--- config.mk ---
export PLATFORM = sky130hd
export DESIGN_NAME = kernel_bram_ctrl
export DESIGN_NICKNAME = d
export VERILOG_FILES = /design/src/rtl/kernel_bram_ctrl.sv
export SDC_FILE = /design/constraint.sdc
export NUM_CORES = 1
export LEC_CHECK = 0
export CAP_MARGIN = 30
export CORE_AREA = 5 5 62 64
export DETAILED_ROUTE_END_ITERATION = 6
export DIE_AREA = 0 0 67 69
export DONT_BUFFER_PORTS = 1
export SETUP_SLACK_MARGIN = 0.2
export SLEW_MARGIN = 20
export SYNTH_ARGS = -nofsm -noshare
export SYNTH_HDL_FRONTEND = slang
export SYNTH_SLANG_ARGS = --single-unit
--- constraint.sdc ---
create_clock -name clk -period 1.83 [get_ports clk]
set_input_delay 0.0915 -clock clk [delete_from_list [all_inputs] [get_ports clk]]
set_output_delay 0.0915 -clock clk [all_outputs]
set_load 0.005 [all_outputs]
--- src/rtl/kernel_bram_ctrl.sv ---
// kernel_bram_ctrl: sequences weight loading into and arbitrates conv reads from the single-port kernel BRAM
module kernel_bram_ctrl #(
    parameter int KERNEL_WEIGHT_BITS     = 6,
    parameter int KERNEL_SIZE            = 3,
    parameter int IN_CHANNELS            = 6,
    parameter int OUT_CHANNELS           = 6,
    parameter int DATA_WIDTH             = KERNEL_WEIGHT_BITS * OUT_CHANNELS,
    parameter int TOTAL_KERNEL_POSITIONS = IN_CHANNELS * KERNEL_SIZE * KERNEL_SIZE,
    parameter int ADDR_WIDTH             = $clog2(TOTAL_KERNEL_POSITIONS),
    parameter int READ_LATENCY           = 1
) (
    input  logic                  clk,
    input  logic                  rst_n,
    input  logic                  cfg_start,
    input  logic                  wr_valid,
    output logic                  wr_ready,
    input  logic [DATA_WIDTH-1:0] wr_data,
    output logic                  load_done,
    output logic                  weights_ready,
    input  logic                  rd_req,
    input  logic [ADDR_WIDTH-1:0] rd_addr,
    output logic                  rd_ready,
    output logic                  rd_valid,
    output logic [DATA_WIDTH-1:0] rd_data,
    output logic                  rd_err,
    output logic                  bram_en,
    output logic                  bram_we,
    output logic [ADDR_WIDTH-1:0] bram_addr,
    output logic [DATA_WIDTH-1:0] bram_data_in,
    input  logic [DATA_WIDTH-1:0] bram_data_out
);
    typedef enum logic [1:0] {EMPTY, LOAD, READY} state_t;
    localparam logic [ADDR_WIDTH-1:0] LAST_ADDR = ADDR_WIDTH'(TOTAL_KERNEL_POSITIONS - 1);
    localparam logic [ADDR_WIDTH:0]   DEPTH     = (ADDR_WIDTH + 1)'(TOTAL_KERNEL_POSITIONS);
    state_t                  state_q, state_d;
    logic [ADDR_WIDTH-1:0]   cnt_q, cnt_d;
    logic                    load_done_q, load_done_d;
    logic [READ_LATENCY-1:0] pipe_q, pipe_d;
    logic                    wr_fire, rd_fire, in_range, last_wr;
    always_ff @(posedge clk or negedge rst_n) begin
        if (!rst_n) begin
            state_q <= EMPTY;
        end else begin
            state_q <= state_d;
        end
    end
    always_ff @(posedge clk or negedge rst_n) begin
        if (!rst_n) begin
            cnt_q       <= '0;
            load_done_q <= 1'b0;
            pipe_q      <= '0;
        end else begin
            cnt_q       <= cnt_d;
            load_done_q <= load_done_d;
            pipe_q      <= pipe_d;
        end
    end
    always_comb begin
        state_d = cfg_start ? LOAD : last_wr ? READY : state_q;
    end
    // cfg_start masks both handshakes so a restart never overlaps an access
    always_comb begin
        wr_ready      = state_q == LOAD && !cfg_start;
        rd_ready      = state_q == READY && rd_req && !cfg_start;
        weights_ready = state_q == READY;
        in_range      = {1'b0, rd_addr} < DEPTH;
        wr_fire       = wr_ready && wr_valid;
        rd_fire       = rd_ready && in_range;
        rd_err        = rd_ready && !in_range;
        last_wr       = wr_fire && cnt_q == LAST_ADDR;
        bram_en       = wr_fire || rd_fire;
        bram_we       = wr_fire;
        bram_addr     = wr_fire ? cnt_q : rd_fire ? rd_addr : '0;
        bram_data_in  = wr_fire ? wr_data : '0;
        cnt_d         = cfg_start ? '0 : !wr_fire ? cnt_q : last_wr ? '0 : cnt_q + 1'b1;
        load_done_d   = last_wr;
        pipe_d        = READ_LATENCY'({pipe_q, rd_fire});
    end
    assign load_done = load_done_q;
    assign rd_valid  = pipe_q[READ_LATENCY-1];
    assign rd_data   = bram_data_out;
endmodule

==> out/results.txt <==
The pin slew with the least headroom to its limit was 488 ps. The run gives 38.8% as the part of the total power dissipated in the clock network. The tightest hold path in the finished design has a slack of 96.1 ps.

The number of pins with negative max-slew slack in the final report is 0, and the number of vias per cell is 5.62. The worst setup path is captured at an output pin. Yosys attributes the largest share of cell area to sky130_fd_sc_hd__buf_4, sky130_fd_sc_hd__dfrtp_1, sky130_fd_sc_hd__and2_1. The tools report the row count as 21.

Summing over every cut layer, the via total after detailed routing is 871. The die height came out at 69 um. Setup repair after global routing could not meet its margin everywhere.

The tools report the reg2reg setup slack as 310 ps. Synthesis produced 145 cells. The power density over cell area came out at 494 nW/um^2.

The total leakage power came out at 0.425 nW. Summing the areas of all compound-gate instances in the mapped netlist gives 14.6% of the synthesized area. The critical path starts at state_q[0].

The placeable core region is 3230 sq um, and the largest net degree at the start of global routing is 46. In this run the deepest clock path goes through 2 buffers. In this run, the number of DRC markers left after iteration 0 of detailed routing was 24. The combinational family with the most area after synthesis was simple AND/OR/NAND/NOR gates.

The biggest fanout along the worst timing path was 8. Number of synthesized register bits: 10. The count of maximum capacitance violations is 0, and the total power consumption of the routed design is 0.520 mW.

The sum of negative setup slack was 0 ps; the number of filler instances in the final layout was 343. Of the total synthesized cell area, the portion taken by AND, OR, NAND and NOR gates is 33.7%. For this design the total switching power over the nets is 0.135 mW.

Setup violations remaining at the end of the flow were counted as 0. After clock tree synthesis, the setup repair step added 0 buffers. Summing the sequential cell areas from Yosys gives 21.5% of the chip area.

The deepest level of the CTS H-tree was 1. STA classifies the critical path startpoint as a flop. The half-perimeter wire length after detailed placement was 2.89 mm.

The biggest area contributor in the post-synthesis netlist is sky130_fd_sc_hd__buf_4. Global routing finished with a remaining overflow of 0. The tools report the later-pin clock latency in the skew report as 260 ps. In this run, flip-flops and latches consume 43.6% of the power. Across the VDD grid, the largest voltage drop is 246 uV. The tree is rooted in a sky130_fd_sc_hd__clkbuf_4.

After layout, the worst path uses 85.3% of the clock period. The cell area after layout is 1050 sq um. Per report_power, the combinational group accounts for 17.6% of the total.

The largest clock skew in the final design was 1.16 ps. The tools report the worst max-slew margin expressed relative to the limit as 67.3%. The share of the core filled with cells in the final layout is 32.6%, and the worst setup margin is 269 ps.

Number of buffers added by the clock tree synthesis step: 3. Data on the critical path arrives at its endpoint at 1470 ps. The starting density of the core was 36.0%; the final weighted congestion in routability-driven placement was 0.798. TritonCTS built the clock tree.

0 antenna diodes ended up in the layout. The startpoint of the lowest-slack register-to-register path was cnt_q[0]. The internal power component came out at 0.385 mW. The worst reg-to-reg path cell count is 4, and the initial antenna violation count is 0.

At the worst endpoint, the required time is 1740 ps. The routed design has 3.60 mm of wire. The count of pins on the block boundary was 169; the adder and majority gate portion of the synthesized area was 2.15%.

The time the worst path needs with I/O delays and setup was 1560 ps; the switching portion of total power was 26.0%. After detailed routing, the number of remaining DRC violations is 0. The total track usage came out at 13.0%. The end point of the critical path was bram_addr[1].

Summing all placed instances gives a cell area of 935 sq um. The fraction of final layout cells with drive strength greater than 1 was 14.7%. The min-delay analysis places its worst path in the category primary input to flop.

The clock edge transition at the registers on the reported setup and hold paths works out to 70 ps. The flow ran to the end, and the final reports show no timing, DRC or antenna violations. The average instance in the mapped netlist occupies 8.03 sq um. The net count of the finished layout is 195. The xor and xnor area share after synthesis is 0%.

The worst setup path is of the flop to output pin kind. For the placement-stage worst setup slack, the log shows 311 ps. The clock net in this run drives a total of 10 sinks.

For the final-report hold violation count, the log shows 0. The layout-stage area growth over the synthesis result is -9.67%. The die covers 4620 sq um. The synthesized netlist net count is 230, and the count of input and output buffers is 0. After synthesis, the largest area contributor takes up 23.2% of total cell area.

Leaving out filler cells and counting taps, the final layout contains 155. Routed wirelength normalized by instance count: 23.2 um. The tools report the reg-to-reg critical path endpoint as cnt_q[3]. Yosys mapped the design onto 35 distinct sky130hd cell types. The count of nets left with antenna violations once routing finished came out at 0. Leaving out fill and tap cells, the most frequent cells in the layout are sky130_fd_sc_hd__and2_1, sky130_fd_sc_hd__dfrtp_1, sky130_fd_sc_hd__nand2_1, sky130_fd_sc_hd__a21oi_1.

The detailed-router iteration count before antenna repair was 4. The cell total after placement is 148, and the post-synthesis instance area is 1160 sq um. Measured against the total synthesized area, the mux share comes to 0%. Leading cell type in the layout, fill and taps excluded: sky130_fd_sc_hd__and2_1.

The global-route wire length before repair is 4.71 mm, and the via count of the first global-routing pass is 814. The timing-limited maximum frequency was 641 MHz; the horizontal extent of the die was 67 um. The tools report the count of warnings emitted by yosys as 0.
-- Yosys cell counts (all sizes together) --
| master | number |
|---|---|
| and4bb | 1 |
| nand3b | 1 |
| nor3 | 1 |
| o32ai | 1 |
| or2 | 1 |
| or3 | 1 |
| a211o | 2 |
| buf | 39 |
| and2 | 36 |
| clkbuf | 5 |
| nand4b | 1 |
| o211ai | 2 |
| dfrtp | 10 |
| a2111o | 1 |
| nor3b | 2 |
| o21a | 1 |
| nor2b | 2 |
| or2b | 1 |
| nand2 | 6 |
| a21o | 2 |
| a21oi | 6 |
| nor2 | 2 |
| nand4bb | 1 |
| a22o | 5 |
| nand3 | 3 |
| o21ai | 1 |
| a31oi | 2 |
| or4 | 1 |
| ha | 2 |
| and4b | 1 |
| inv | 5 |
-- cell families after synthesis --
kind of cell,after synthesis
buffers and inverters,49
AOI/OAI and AO/OA,23
DFF,10
and+or+nand+nor,61
adders and majority gates,2
-- state kept, by name (all words and copies together), names as in the netlist --
signal / cells
cnt_q: 6
load_done: 1
state_q: 2
rd_valid: 1
-- timing repair --
action                     in CTS  in global routing
pin swaps                       0                  1
hold buffers                    2                  0
hold endpoints to repair       18                  0
gates cloned                    0                  1
gates resized for setup         5                  2
setup endpoints to repair      43                  7
-- critical path: stages, from the launching register on --
cell and delay, ps:
sky130_fd_sc_hd__dfrtp_2 470, sky130_fd_sc_hd__and4bb_2 370, sky130_fd_sc_hd__o21a_4 190, sky130_fd_sc_hd__a22o_1 180
-- power groups by stage --
stage	Combinational, mW	Sequential [mW]	Clock, mW
2_1_floorplan	0.123	0.230	0
3_3_place_gp	0.0703	0.231	0
3_5_place_dp	0.0717	0.231	0
4_1_cts	0.0846	0.227	0.210
5_1_grt	0.101	0.228	0.224
6_report	0.0913	0.227	0.202
-- layer usage --
| layer | GRT usage [%] | wire (um) |
|---|---|---|
| met2 | 21.7 | 1780 |
| met1 | 13.1 | 1200 |
| met5 | 0 | 0 |
| met4 | 4.50 | 53 |
| met3 | 7.47 | 566 |
-- final cells by class --
| cell class | count | area (sq um) | area share, % |
|---|---|---|---|
| multi-input cells | 86 | 621 | 59.0 |
| flip-flops and latches | 10 | 251 | 23.9 |
| repair buffers | 4 | 65.1 | 6.18 |
| well taps | 46 | 57.6 | 5.47 |
| clock buffers | 4 | 36.3 | 3.45 |
| inverters | 5 | 21.3 | 2.02 |
-- worst min-delay path by stage --
stage	from	end	cells past startpoint
floorplan	rst_n	cnt_q[0]	0
CTS	wr_valid	cnt_q[3]	3
global route	wr_valid	cnt_q[3]	3
detailed placement	rst_n	load_done	0
finish	wr_valid	cnt_q[3]	3
global placement	rst_n	cnt_q[5]	0
Note: power is estimated with default switching activity, not from simulation.
